## config.mk

```make
export PLATFORM = sky130hd
export DESIGN_NAME = request_sampler_nch
export DESIGN_NICKNAME = d
export VERILOG_FILES = /design/src/rtl/request_sampler_nch.sv
export SDC_FILE = /design/constraint.sdc
export NUM_CORES = 1
export LEC_CHECK = 0
export ABC_AREA = 0
export CORE_ASPECT_RATIO = 1.4
export CORE_MARGIN = 3
export CORE_UTILIZATION = 50
export DETAILED_ROUTE_END_ITERATION = 16
export GPL_TIMING_DRIVEN = 0
export HOLD_SLACK_MARGIN = 0.1
export PLACE_DENSITY = 0.84
export SYNTH_ARGS = -nofsm -noshare
export SYNTH_HDL_FRONTEND = slang
export SYNTH_SLANG_ARGS = --single-unit
```

## constraint.sdc

```tcl
create_clock -name Clk -period 1.5 [get_ports Clk]
set_input_delay 0.375 -clock Clk [delete_from_list [all_inputs] [get_ports Clk]]
set_output_delay 0.375 -clock Clk [all_outputs]
set_load 0.05 [all_outputs]
```

## src/rtl/request_sampler_nch.sv

```systemverilog
// Request sampler: per-channel synchroniser, edge latch or level filter, enable masking,
// and a registered lowest-index priority encoder feeding the sequencer.
`default_nettype none

module request_sampler_nch #(
    parameter int             NCH         = 4,
    parameter int             SYNC_STAGES = 2,
    parameter logic [NCH-1:0] EDGE_MODE   = 4'b0010,
    parameter logic [NCH-1:0] NOMASK      = 4'b0010,
    parameter int             FILTER      = 2,
    localparam int            IDW         = (NCH > 1) ? $clog2(NCH) : 1
) (
    input  logic           Clk,
    input  logic           Reset,
    input  logic [NCH-1:0] Req,
    input  logic [NCH-1:0] Enable,
    input  logic           Ack,
    input  logic [IDW-1:0] AckId,
    input  logic           ClearAll,
    output logic [NCH-1:0] Pending,
    output logic           Valid,
    output logic [IDW-1:0] Id
);

    logic [NCH-1:0] sync_q [SYNC_STAGES];
    logic [NCH-1:0] hist_q;
    logic [NCH-1:0] pend_q, pend_d;
    logic [3:0]     cnt_q [NCH];
    logic [3:0]     cnt_d [NCH];
    logic           valid_q, valid_d;
    logic [IDW-1:0] id_q, id_d;

    logic [NCH-1:0] s_w, rise_w, ack_hit_w, elig_w;

    always_comb begin
        s_w    = sync_q[SYNC_STAGES-1];
        rise_w = s_w & ~hist_q;
        elig_w = pend_q & (Enable | NOMASK);
        for (int i = 0; i < NCH; i++) begin
            // An AckId outside 0..NCH-1 can never equal a channel index, so it is ignored.
            ack_hit_w[i] = Ack && (int'(AckId) == i);
            if (EDGE_MODE[i]) begin
                cnt_d[i]  = 4'd0;
                pend_d[i] = ~ClearAll & (rise_w[i] | (pend_q[i] & ~ack_hit_w[i]));
            end else begin
                if (ClearAll || !s_w[i]) begin
                    cnt_d[i] = 4'd0;
                end else if (cnt_q[i] == 4'(FILTER)) begin
                    cnt_d[i] = cnt_q[i];
                end else begin
                    cnt_d[i] = cnt_q[i] + 4'd1;
                end
                // Compare the next count so Pending rises on the same edge the filter saturates.
                pend_d[i] = (cnt_d[i] == 4'(FILTER));
            end
        end
        valid_d = |elig_w;
        id_d    = '0;
        for (int i = NCH - 1; i >= 0; i--) begin
            if (elig_w[i]) begin
                id_d = IDW'(i);
            end
        end
    end

    always_ff @(posedge Clk) begin
        if (Reset) begin
            for (int j = 0; j < SYNC_STAGES; j++) begin
                sync_q[j] <= '0;
            end
            for (int i = 0; i < NCH; i++) begin
                cnt_q[i] <= 4'd0;
            end
            hist_q  <= '0;
            pend_q  <= '0;
            valid_q <= 1'b0;
            id_q    <= '0;
        end else begin
            sync_q[0] <= Req;
            for (int j = 1; j < SYNC_STAGES; j++) begin
                sync_q[j] <= sync_q[j-1];
            end
            for (int i = 0; i < NCH; i++) begin
                cnt_q[i] <= cnt_d[i];
            end
            hist_q  <= s_w;
            pend_q  <= pend_d;
            valid_q <= valid_d;
            id_q    <= id_d;
        end
    end

    assign Pending = pend_q;
    assign Valid   = valid_q;
    assign Id      = id_q;

endmodule

`default_nettype wire
```

# Word level (Yosys, flattened, before mapping)
# Memories as Yosys holds them, arrays and structs flattened.
# Index checks and enable logic that the tools add are counted.
[totals]
regBits = 9
ramBits = 24
inputBits = 14
out_inout_bits = 7
word_cells = 59
mem_count = 2
[op_classes]
add_sub_neg = 3
n_eq_ne = 7
n_mux = 18
n_bitwise = 14
n_reduce_logical = 10
[mem_list]
columns = ["name", "words", "width", "rd", "rd_clocked_by_memory_dff", "write_ports", "line_no", "text"]
rows = [
  ["cnt_q", 4, 4, 3, 0, 4, "28", "logic [3:0] cnt_q [NCH];"],
  ["sync_q", 2, 4, 2, 0, 2, "25", "logic [NCH-1:0] sync_q [SYNC_STAGES];"],
]
[op_table]
columns = ["operator", "count"]
rows = [
  ["$mux 4", 12],
  ["$eq 4x2->1 const B", 6],
  ["$add 4x1->4 const B", 3],
  ["$or 1x1->1", 7],
  ["$and 4x4->4", 1],
  ["$mux 1", 4],
  ["$mux 2", 2],
  ["$reduce_or 4->1", 1],
  ["$logic_not 1->1", 3],
  ["$logic_or 1x1->1", 3],
  ["$reduce_or 3->1", 1],
  ["$and 1x1->1", 2],
  ["$and 2x2->2", 1],
  ["$eq 2x2->1 const B", 1],
  ["$not 1->1", 2],
  ["$not 2->2", 1],
  ["$reduce_or 2->1", 1],
  ["$logic_and 1x1->1", 1],
]

# Depth between registers and ports, before layout
[logic_depth]
word_depth = 6
mapped_depth = 6
depth_no_buf = 6

# Least setup slack after synthesis
# OpenSTA, ideal clock, no wires.
[synth_timing]
path_type = "register to register"
startpoint = "mem cnt_q[3][0] (netlist: cnt_q[0][12])"
endpoint = "reg pend_q[3] (netlist: Pending[3])"
t_arrival_ns = 1.216
setup_slack_ns = 0.180
path_stages_with_launch = 6
n_path_buf = 0
period_less_slack_ns = 1.320
cell_sequence = "dfxtp_1 > inv_1 > ha_1 > nand2b_4 > nand4b_1 > a2111oi_2"
[synth_rtl]
columns = ["element", "line_no", "text"]
rows = [
  ["start, declared", "28", ""],
  ["end signal, assigned", "87", "pend_q <= pend_d;"],
  ["end, declared", "27", "logic [NCH-1:0] pend_q, pend_d;"],
]

# Worst setup path after layout
[layout_timing]
startpoint = "reg pend_q[0] (netlist: Pending[0])"
endpoint = "out Pending[0]"
[layout_rtl]
columns = ["element", "line_no", "text"]
rows = [
  ["end, declared", "20", "output logic [NCH-1:0] Pending,"],
]
# No word-level cell between the ends.

==> flow_metrics.env <==
export IMPL_status="finished clean"
export IMPL_tns_ns=0
export IMPL_syn_cell_area_um2=1136
export IMPL_crit_path_cell_trace="clkdlybuf4s15_2"
export IMPL_rows=19
export IMPL_postSynthAreaPerCell_um2=9.966
export IMPL_dieArea_um2=2888
export IMPL_slew_violations=0
export IMPL_syn_num_nets=134
export IMPL_worst_slew_pin_slew_ns=0.4394
export IMPL_cp_num_buf_inv=1
export IMPL_routed_wl_mm=1.929
export IMPL_clkTransAtPathRegs_ns=0.14
export IMPL_syn_inst=114
export IMPL_finClkSkew_ns=0.002981
export IMPL_grt_max_degree=16
export IMPL_fin_cells=157
export IMPL_drt_pre_antenna_iters=4
export IMPL_grt_antenna_before_repair=0
export IMPL_ys_top_cells_by_area="dfxtp_1 (49%), nor2b_1 (7.2%), ha_1 (6.6%)"
export IMPL_clockRootBuffer="clkbuf_4"
export IMPL_slowest_delay_ns=0.37
export IMPL_fin_util_pct=67.33
export IMPL_gp_congestion=0.8333
export IMPL_core_area_um2=2068
export IMPL_drv_cap=0
export IMPL_hold_viol_final=0
export IMPL_die_h_um=62.40
export IMPL_synth_ff_type="dfxtp_1"
export IMPL_worstPathMaxFanout=3
export IMPL_cts_max_level=1
export IMPL_required_ns=1.12
export IMPL_grt_pass1_vias=911
export IMPL_synth_top_area_cell="dfxtp_1"
export IMPL_clockBufferDepth=2
export IMPL_setup_viol=0
export IMPL_ys_warn_count=0
export IMPL_fin_nets=157
export IMPL_cellPowerDensity_nw_per_um2=859.3
export IMPL_drc=0
export IMPL_max_freq_mhz=688.6
export IMPL_crit_type="reg2out"
export IMPL_wl_per_cell_um=12.29
export IMPL_dp_hpwl_mm=1.480
export IMPL_gr_total_overflow=0
export IMPL_ys_seq_area_share_pct=49.34
export IMPL_ir_drop_uv=721.6
export IMPL_tritoncts="built"
export IMPL_dieWidth_um=46.29
export IMPL_final_common_cell="dfxtp_1"
export IMPL_io_buffers=18
export IMPL_grt_pass1_wl_mm=3.505
export IMPL_synth_edf_count=0
export IMPL_start_util_pct=54.93
export IMPL_multi_input_area_um2=563.0
export IMPL_hp_class="in2reg"
export IMPL_syn2layout_area_growth_pct=22.58
export IMPL_layout_common_cells="dfxtp_1 (24), nor2b_1 (13), nor2_1 (11), clkdlybuf4s50_1 (11), nand2_1 (7)"
export IMPL_seqCellArea_um2=570.5
export IMPL_antenna_cells=0
export IMPL_period_needed_ns=1.452
export IMPL_cp_end_kind="primary output"
export IMPL_slew_headroom_pct=70.71
export IMPL_rsz0062_at_grt="true"
export IMPL_dp_cells=153
export IMPL_ys_async_sr_fraction_pct=0
export IMPL_drt_initial_drc_count=14
export IMPL_clk_latency_ns=0.33
export IMPL_critical_path_top_delay_family="flip-flops"
export IMPL_ys_ff_latch=28
export IMPL_leakagePower_nw=0.5043
export IMPL_fill_cells=168
export IMPL_synth_top_area_share_pct=49.34
export IMPL_timing_critical_path_slowest_stage_cell="dfxtp_1"
export IMPL_grt_total_usage_pct=15.92
export IMPL_io_pins=21
export IMPL_vias=844
export IMPL_cts_buffers=3
export IMPL_drtAntennaViolNets=0
export IMPL_period_share_pct=96.82
export IMPL_cts_hold_buf=0
export IMPL_vias_per_cell=5.376
export IMPL_cp_start_kind="flip-flop"
export IMPL_cts_sinks=28
export IMPL_cp_data_arrival_time_ns=1.08
export IMPL_synth_distinct_cells=34
export IMPL_drive_gt1_share_pct=17.65
export IMPL_post_cts_repair_setup_buffers=0
## worst register-to-register path: cells and delay by family (launching register included)
kind	cells	cell delay, ns
DFF	1	0.39
and+or+nand+nor	3	0.56
AOI/OAI and AO/OA	1	0.11
adders and majority gates	1	0.20
buffers and inverters	1	0.09
## cell families after synthesis
| logic type | after synthesis | synth area share [%] |
|---|---|---|
| AO/OA/AOI/OAI | 13 | 8.151 |
| XOR/XNOR | 5 | 3.855 |
| adder cells (fa/ha/maj) | 6 | 6.608 |
| buffers and inverters | 5 | 1.761 |
| flip-flops | 28 | 49.34 |
| multiplexers | 1 | 0.9911 |
| AND/OR/NAND/NOR | 56 | 29.30 |
## Yosys cell counts (all sizes together), types with 2 or more instances
| library cell | count |
|---|---|
| a21oi | 3 |
| nor2b | 13 |
| nor3b | 4 |
| nand3 | 3 |
| nand2b | 6 |
| nor2 | 11 |
| inv | 3 |
| ha | 6 |
| nor3 | 5 |
| xor2 | 3 |
| xnor2 | 2 |
| o21ai | 2 |
| nand2 | 7 |
| dfxtp | 28 |
## sequential cells by signal, summed over array words and instances, names as in the netlist
signal and cells:
Id 2, Valid 1, hist_q 1, Pending 4, sync_q 8, cnt_q 12
## per-layer routing
metal  GRT usage [%]  part of all wire, %  vias up
li1                -                    -      432
met1           17.64                   41      384
met2           27.24                   52       23
met3           2.017                  5.0        5
met4           8.897                  2.3        0
met5               0                    0        -
## stage by stage
step	power [mW]	setup WS [ns]	cell area, µm²	hold slack (ns)
finish	1.197	0.04776	1393	0.3211
global route	1.232	-0.06849	1393	0.3428
CTS	1.208	0.002699	1383	0.3350
detailed placement	0.8511	-0.2293	1343	0.4299
global placement	0.8479	-0.2255	1343	0.4159
floorplan	0.8098	0.1803	1136	0.4138
## power breakdown
part	internal (mW)	total [mW]	leakage (nW)	switching, mW
registers	0.754	0.761	0.230	0.00650
logic	0.0415	0.0698	0.253	0.0284
clock network	0.149	0.366	0.0210	0.217
## timing repair
action,CTS,global route
pin swaps,0,1
gates cloned,0,0
setup endpoints to repair,8,6
gates resized for setup,24,9
## final timing paths
path | slack [ns] | to | start | depth (start not counted)
max | 0.05 | Pending[0] | Pending[0]$_SDFF_PP0_ | 1
min | 0.32 | sync_q[0][0]$_SDFF_PP0_ | Reset | 2
max reg2reg | 0.07 | Pending[0]$_SDFF_PP0_ | cnt_q[0][0]$_SDFF_PP0_ | 6
min reg2reg | 0.46 | sync_q[0][5]$_SDFF_PP0_ | sync_q[0][1]$_SDFF_PP0_ | 1
## cell type report
class,count,share of cell area (%)
clock buffer,4,2.606
inverter,3,0.8086
multi-input combinational,81,40.43
timing repair buffer,18,12.67
sequential,28,40.97
tap,21,1.887
buffer,2,0.6289
(Power assumes the default switching activity.)
